$ cat src/rtl/cmd_reply_packer.sv
// Frames command-interpreter reply words into fixed 256-word inband packets on txclk:
// header, timestamp, buffered payload, then zero padding up to 256 words.
module cmd_reply_packer #(
  parameter logic [4:0] CHANNEL   = 5'h1F,
  parameter int         HOLDOFF   = 4,
  parameter int         MAX_WORDS = 252
) (
  input  logic        txclk,
  input  logic        reset,
  input  logic [31:0] adc_time,
  input  logic        rx_WR,
  input  logic [15:0] rx_databus,
  input  logic        rx_WR_done,
  output logic        rx_WR_enabled,
  input  logic        out_have_space,
  output logic        out_wr,
  output logic [15:0] out_data,
  output logic        out_pkt_end
);

  localparam int          IW   = $clog2(HOLDOFF + 1);
  localparam logic [7:0]  MAXC = 8'(MAX_WORDS);
  localparam logic [IW-1:0] HOLD = IW'(HOLDOFF);

  typedef enum logic [2:0] {COLLECT, WAIT_SPACE, HDR, PAYLOAD, PAD} state_t;

  state_t        state_q, state_d;
  logic [7:0]    count_q, count_d;
  logic [IW-1:0] idle_q, idle_d;
  logic          dropped_q, dropped_d;
  logic          pend_q, pend_d;
  logic [7:0]    widx_q, widx_d;
  logic [31:0]   ts_q, ts_d;
  logic [15:0]   hdr_hi_q, hdr_hi_d;
  logic          en_q, en_d;
  logic          wr_q, wr_d;
  logic [15:0]   data_q, data_d;
  logic          end_q, end_d;

  logic [15:0]   buf_q [MAX_WORDS];
  logic          buf_we;
  logic [7:0]    pidx;
  logic [15:0]   word_sel;
  logic [15:0]   hdr_lo;

  assign rx_WR_enabled = en_q;
  assign out_wr        = wr_q;
  assign out_data      = data_q;
  assign out_pkt_end   = end_q;

  // Payload storage carries data only, so it is not reset.
  always_ff @(posedge txclk) begin
    if (buf_we) buf_q[count_q] <= rx_databus;
  end

  always_comb begin
    pidx     = widx_q - 8'd4;
    hdr_lo   = {7'b0, count_q, 1'b0};
    word_sel = 16'h0000;
    case (widx_q)
      8'd1:    word_sel = hdr_hi_q;
      8'd2:    word_sel = ts_q[15:0];
      8'd3:    word_sel = ts_q[31:16];
      default: if (widx_q >= 8'd4 && pidx < count_q) word_sel = buf_q[pidx];
    endcase
  end

  always_comb begin
    state_d   = state_q;
    count_d   = count_q;
    idle_d    = idle_q;
    dropped_d = dropped_q;
    pend_d    = pend_q;
    widx_d    = widx_q;
    ts_d      = ts_q;
    hdr_hi_d  = hdr_hi_q;
    wr_d      = 1'b0;
    data_d    = 16'h0000;
    end_d     = 1'b0;
    buf_we    = 1'b0;

    case (state_q)
      COLLECT: begin
        if (rx_WR) begin
          idle_d = '0;
          if (count_q < MAXC) begin
            buf_we  = 1'b1;
            count_d = count_q + 8'd1;
            if (count_d == MAXC) state_d = WAIT_SPACE;
          end else begin
            dropped_d = 1'b1;
          end
        end else if (rx_WR_done && count_q != 8'd0) begin
          idle_d = idle_q + 1'b1;
          if (idle_d == HOLD) state_d = WAIT_SPACE;
        end else begin
          idle_d = '0;
        end
      end

      WAIT_SPACE: begin
        // Words arriving once collection has closed belong to the next packet's drop report.
        if (rx_WR) pend_d = 1'b1;
        if (out_have_space) begin
          ts_d     = adc_time;
          hdr_hi_d = {3'b000, 1'b1, 1'b1, 1'b0, dropped_q, 4'b0000, CHANNEL};
          wr_d     = 1'b1;
          data_d   = hdr_lo;
          widx_d   = 8'd1;
          state_d  = HDR;
        end
      end

      HDR, PAYLOAD, PAD: begin
        if (rx_WR) pend_d = 1'b1;
        wr_d   = 1'b1;
        data_d = word_sel;
        widx_d = widx_q + 8'd1;
        if (widx_q == 8'd255) begin
          end_d     = 1'b1;
          state_d   = COLLECT;
          count_d   = 8'd0;
          idle_d    = '0;
          dropped_d = pend_d;
          pend_d    = 1'b0;
          widx_d    = 8'd0;
        end else if (state_q == HDR && widx_q == 8'd3) begin
          state_d = PAYLOAD;
        end else if (state_q == PAYLOAD && 8'(pidx + 8'd1) == count_q) begin
          state_d = PAD;
        end
      end

      default: state_d = COLLECT;
    endcase

    // Two free slots are always guaranteed because the writer sends pairs unconditionally.
    en_d = (state_d == COLLECT) && (count_d <= MAXC - 8'd2);
  end

  always_ff @(posedge txclk or posedge reset) begin
    if (reset) begin
      state_q   <= COLLECT;
      count_q   <= 8'd0;
      idle_q    <= '0;
      dropped_q <= 1'b0;
      pend_q    <= 1'b0;
      widx_q    <= 8'd0;
      ts_q      <= 32'd0;
      hdr_hi_q  <= 16'd0;
      en_q      <= 1'b0;
      wr_q      <= 1'b0;
      data_q    <= 16'd0;
      end_q     <= 1'b0;
    end else begin
      state_q   <= state_d;
      count_q   <= count_d;
      idle_q    <= idle_d;
      dropped_q <= dropped_d;
      pend_q    <= pend_d;
      widx_q    <= widx_d;
      ts_q      <= ts_d;
      hdr_hi_q  <= hdr_hi_d;
      en_q      <= en_d;
      wr_q      <= wr_d;
      data_q    <= data_d;
      end_q     <= end_d;
    end
  end

endmodule
$ cat config.mk
export PLATFORM = sky130hd
export DESIGN_NAME = cmd_reply_packer
export DESIGN_NICKNAME = d
export VERILOG_FILES = /design/src/rtl/cmd_reply_packer.sv
export SDC_FILE = /design/constraint.sdc
export NUM_CORES = 2
export LEC_CHECK = 0
export CAP_MARGIN = 20
export CORE_ASPECT_RATIO = 1.2
export CORE_MARGIN = 1.5
export CORE_UTILIZATION = 35
export CTS_BUF_LIST = sky130_fd_sc_hd__clkbuf_8
export DETAILED_ROUTE_END_ITERATION = 12
export SLEW_MARGIN = 5
export SYNTH_ARGS = -nofsm -noshare
export SYNTH_HDL_FRONTEND = slang
export SYNTH_SLANG_ARGS = --single-unit
$ cat constraint.sdc
create_clock -name txclk -period 5.58 [get_ports txclk]
set_input_delay 0.837 -clock txclk [delete_from_list [all_inputs] [get_ports txclk]]
set_output_delay 0.837 -clock txclk [all_outputs]
set_load 0.005 [all_outputs]
==> results_dict.tcl <==
set metrics [dict create \
    yosysTopAreaCellShare 0.746 \
    critPathRequiredTime_ns 6.77 \
    yosys.area.top_type "edfxtp_1" \
    dpl_cell_area_mm2 0.172 \
    core-area_mm2 0.461 \
    netlist_area_mm2 0.162 \
    cp_slowest_cell "nor4_1" \
    gp_congestion 0.950 \
    p_int_mw 49.8 \
    fin_crit_ns 4.98 \
    setup_viol 0 \
    maxCapViolCount 0 \
    startpoint_type "flop" \
    slew_violations 0 \
    finClkSkew_ns 0.0959 \
    power.total_mw 71.3 \
    ant_nets 0 \
    clock_latency_ns 1.25 \
    wirelength_mm 467 \
    pre_cts_ws_ns 0.718 \
    remaining_drc_errors 0 \
    synth_cell_types 83 \
    yosys_warnings 0 \
    crit_type "flop to flop" \
    switching_power_mw 21.5 \
    synthToLayoutAreaGrowth_pct 12.8 \
    num_rows 273 \
    antenna_found_initial 21 \
    synth_area_per_cell_um2 20.1 \
    p_per_area_mw_per_mm2 390 \
    power_frac_comb 0.199 \
    fin_crit_sh 0.893 \
    numCtsBuffers 622 \
    clk_pin_slew_worst_paths_ns 0.08 \
    setup_slack_ns 0.598 \
    num_vias 85500 \
    hold_path_class "input pin to asynchronous set/reset pin" \
    status "complete, no violations" \
    wire_per_inst_um 30.5 \
    port_buffers 71 \
    relSlewSlack 0.0901 \
    irDropWorstVdd_uv 247 \
    worstMarginPinSlew_ns 1.36 \
    grt_pass1_vias 86000 \
    p_clk_frac 0.318 \
    regToRegStartpoint "widx_q[2]" \
    h-tree-depth 6 \
    fmax_ghz 0.201 \
    finalInstanceArea_mm2 0.183 \
    ys_seq_elements 4109 \
    netSwitchingFraction 0.301 \
    critPathArrivalTime_ns 6.17 \
    crit_family "compound AO/OA/AOI/OAI gates" \
    synth_edf_count 4032 \
    ioPinCount 72 \
    worst_path_largest_cell_delay_ns 0.97 \
    place_hpwl_mm 282 \
    die_h_um 749 \
    grt_max_degree 145 \
    first_pass_iters 7 \
    async_flop_share 0.0187 \
    cts.sinks 4109 \
    cp_num_buf_inv 5 \
    synthCells 8077 \
    rsz0062_at_grt "false" \
    vias_per_cell 5.59 \
    cp_max_fo 41 \
    cts_root_buf "clkbuf_8" \
    placed_cells 14200 \
    ys_top_cells_by_area "edfxtp_1 (75%), mux4_2 (8.0%), mux2i_1 (5.0%), dfrtp_1 (1.2%), a221oi_1 (1.0%)" \
    synth_fp_nets 8151 \
    die_w_um 625 \
    critPathCaptureType "flop" \
    tns_ns 0 \
    grt_pass1_wl_mm 653 \
    synth.yosys.seq_area_share 0.758 \
    layout-drive-gt1-share 0.220 \
    globalRouteOverflowTotal 0 \
    synth_top_flop_cell "edfxtp_1" \
    p_seq_frac 0.483 \
    cts_tree "done" \
    hold_violations 0 \
    crit_path_start "widx_q[2]" \
    fin_nets 8855 \
    p_leak_nw 59.5 \
    path_common_cell "buf_4" \
    grt_usage 0.194 \
    drt_iter0_drc 9840 \
    r2r_slack_ns 0.60 \
    die_area_mm2 0.468 \
    post_cts_buffers 0 \
    cts_buffer_depth 4 \
    crit_chain "inv_8, ha_4, buf_12, buf_4, buf_4, a221oi_1, o21ai_0, a211oi_1, nor3_1, buf_4, nor4_1, a31o_1" \
    finalNonFillerCells 15300 \
    initial_core_util 0.352 \
]
==> stage by stage <==
step | hold slack [ns] | util
final | 0.105 | 0.397
after floorplan | 0.440 | -
after global placement | 0.466 | 0.373
after CTS | 0.0134 | 0.397
after detailed placement | 0.480 | 0.373
after global routing | 0.0571 | 0.397
==> repair_timing <==
action                                 4_1_cts  5_1_grt
hold buffers                                 2        0
endpoints found under the hold margin       17        0
resized for setup                            0        0
==> sequential cells by signal, indices dropped and copies added (netlist names), 2 cells and up <==
signal / count
buf_q: 4032
ts_q: 32
out_data: 16
count_q: 8
widx_q: 8
idle_q: 3
state_q: 3
hdr_hi_q: 2
==> cell usage in the layout, fill, tap and decap left out, drive strengths merged, types with 17 or more instances in the layout <==
cell type      count
mux2              51
ha                21
o21ai            206
dfrtp             77
nor3             165
a221oi           223
edfxtp          4032
nand2            195
mux2i            803
o2111ai           32
nand2b            26
mux4             633
buf              539
inv              275
a221o            151
a311oi            29
nand3             38
a22oi             33
clkbuf           629
clkdlybuf4s50     55
o32ai             23
a211oi           133
nor4              17
a21oi             84
o31ai             39
nor2             335
clkinv           191
==> cell usage after synthesis (8+ instances only) <==
master     count
o21a_1        13
nand3_1       38
a221oi_2      31
mux2_2        51
clkbuf_1     236
clkbuf_8      13
a221o_1      151
o32ai_1       23
and3_1        15
buf_6         71
a31oi_1       15
nand2b_1      26
nor4_1        16
a21oi_1       83
nand2_1      194
nand4_1       13
buf_4         40
a22oi_1       33
o31ai_1       39
o2111ai_1     32
ha_1          21
or2_2          9
mux4_2       575
edfxtp_1    4032
buf_2         74
mux2i_1      803
a211oi_1     130
nor2b_1        8
buf_8         23
o21ai_0      171
nor2_1       333
buf_12        36
buf_1         19
or3_1         12
inv_1         18
a221oi_1     192
dfrtp_1       77
a311oi_1      29
mux4_1        58
nor3_1       165
xnor2_1       12
o21ai_1       35
==> layout make-up <==
| cell class | count | area, µm² |
|---|---|---|
| Inverter | 25 | 115 |
| Antenna cell | 15 | 37.5 |
| Clock inverter | 452 | 2440 |
| Multi-Input combinational cell | 3426 | 35800 |
| Clock buffer | 628 | 8640 |
| Sequential cell | 4109 | 123000 |
| Timing Repair Buffer | 597 | 5480 |
| Fill cell | 41000 | 278000 |
| Tap cell | 6050 | 7570 |
==> per-layer routing <==
metal	wire length [µm]	vias up	GRT usage
met1	175000	45200	0.240
li1	-	35300	-
met3	34800	935	0.0351
met4	25900	8	0.0987
met2	231000	4038	0.327
met5	69	-	0
==> power by group through the flow <==
stage / Combinational (mW) / Clock [mW] / Sequential, mW
final: 14.2 / 22.7 / 34.4
after global routing: 14.6 / 24.3 / 34.4
after CTS: 14.1 / 23.1 / 34.4
after detailed placement: 14.1 / 0 / 35.1
after global placement: 14.0 / 0 / 35.1
after floorplan: 8.19 / 0 / 34.9
==> worst paths after layout <==
check / to / cells past startpoint
max: out_data[6] / 12
min: ts_q[11] / 2
max reg2reg: out_data[6] / 12
min reg2reg: ts_q[10] / 1
max in group asynchronous: widx_q[4] / 3
min in group txclk: buf_q[12][6] / 1
==> cells by family (layout without fill, tap and decap cells) <==
family	Yosys count	after routing	share of synthesized area
flops	4109	4109	0.758
mux	1487	1487	0.142
compound gates	1044	1044	0.0501
simple gates	860	860	0.0238
buf+inv	542	1702	0.0234
fa+ha+maj	21	21	0.00162
xor+xnor	14	14	0.000840
other cells	0	15	0
No activity file was read; power rests on OpenSTA's default activity.
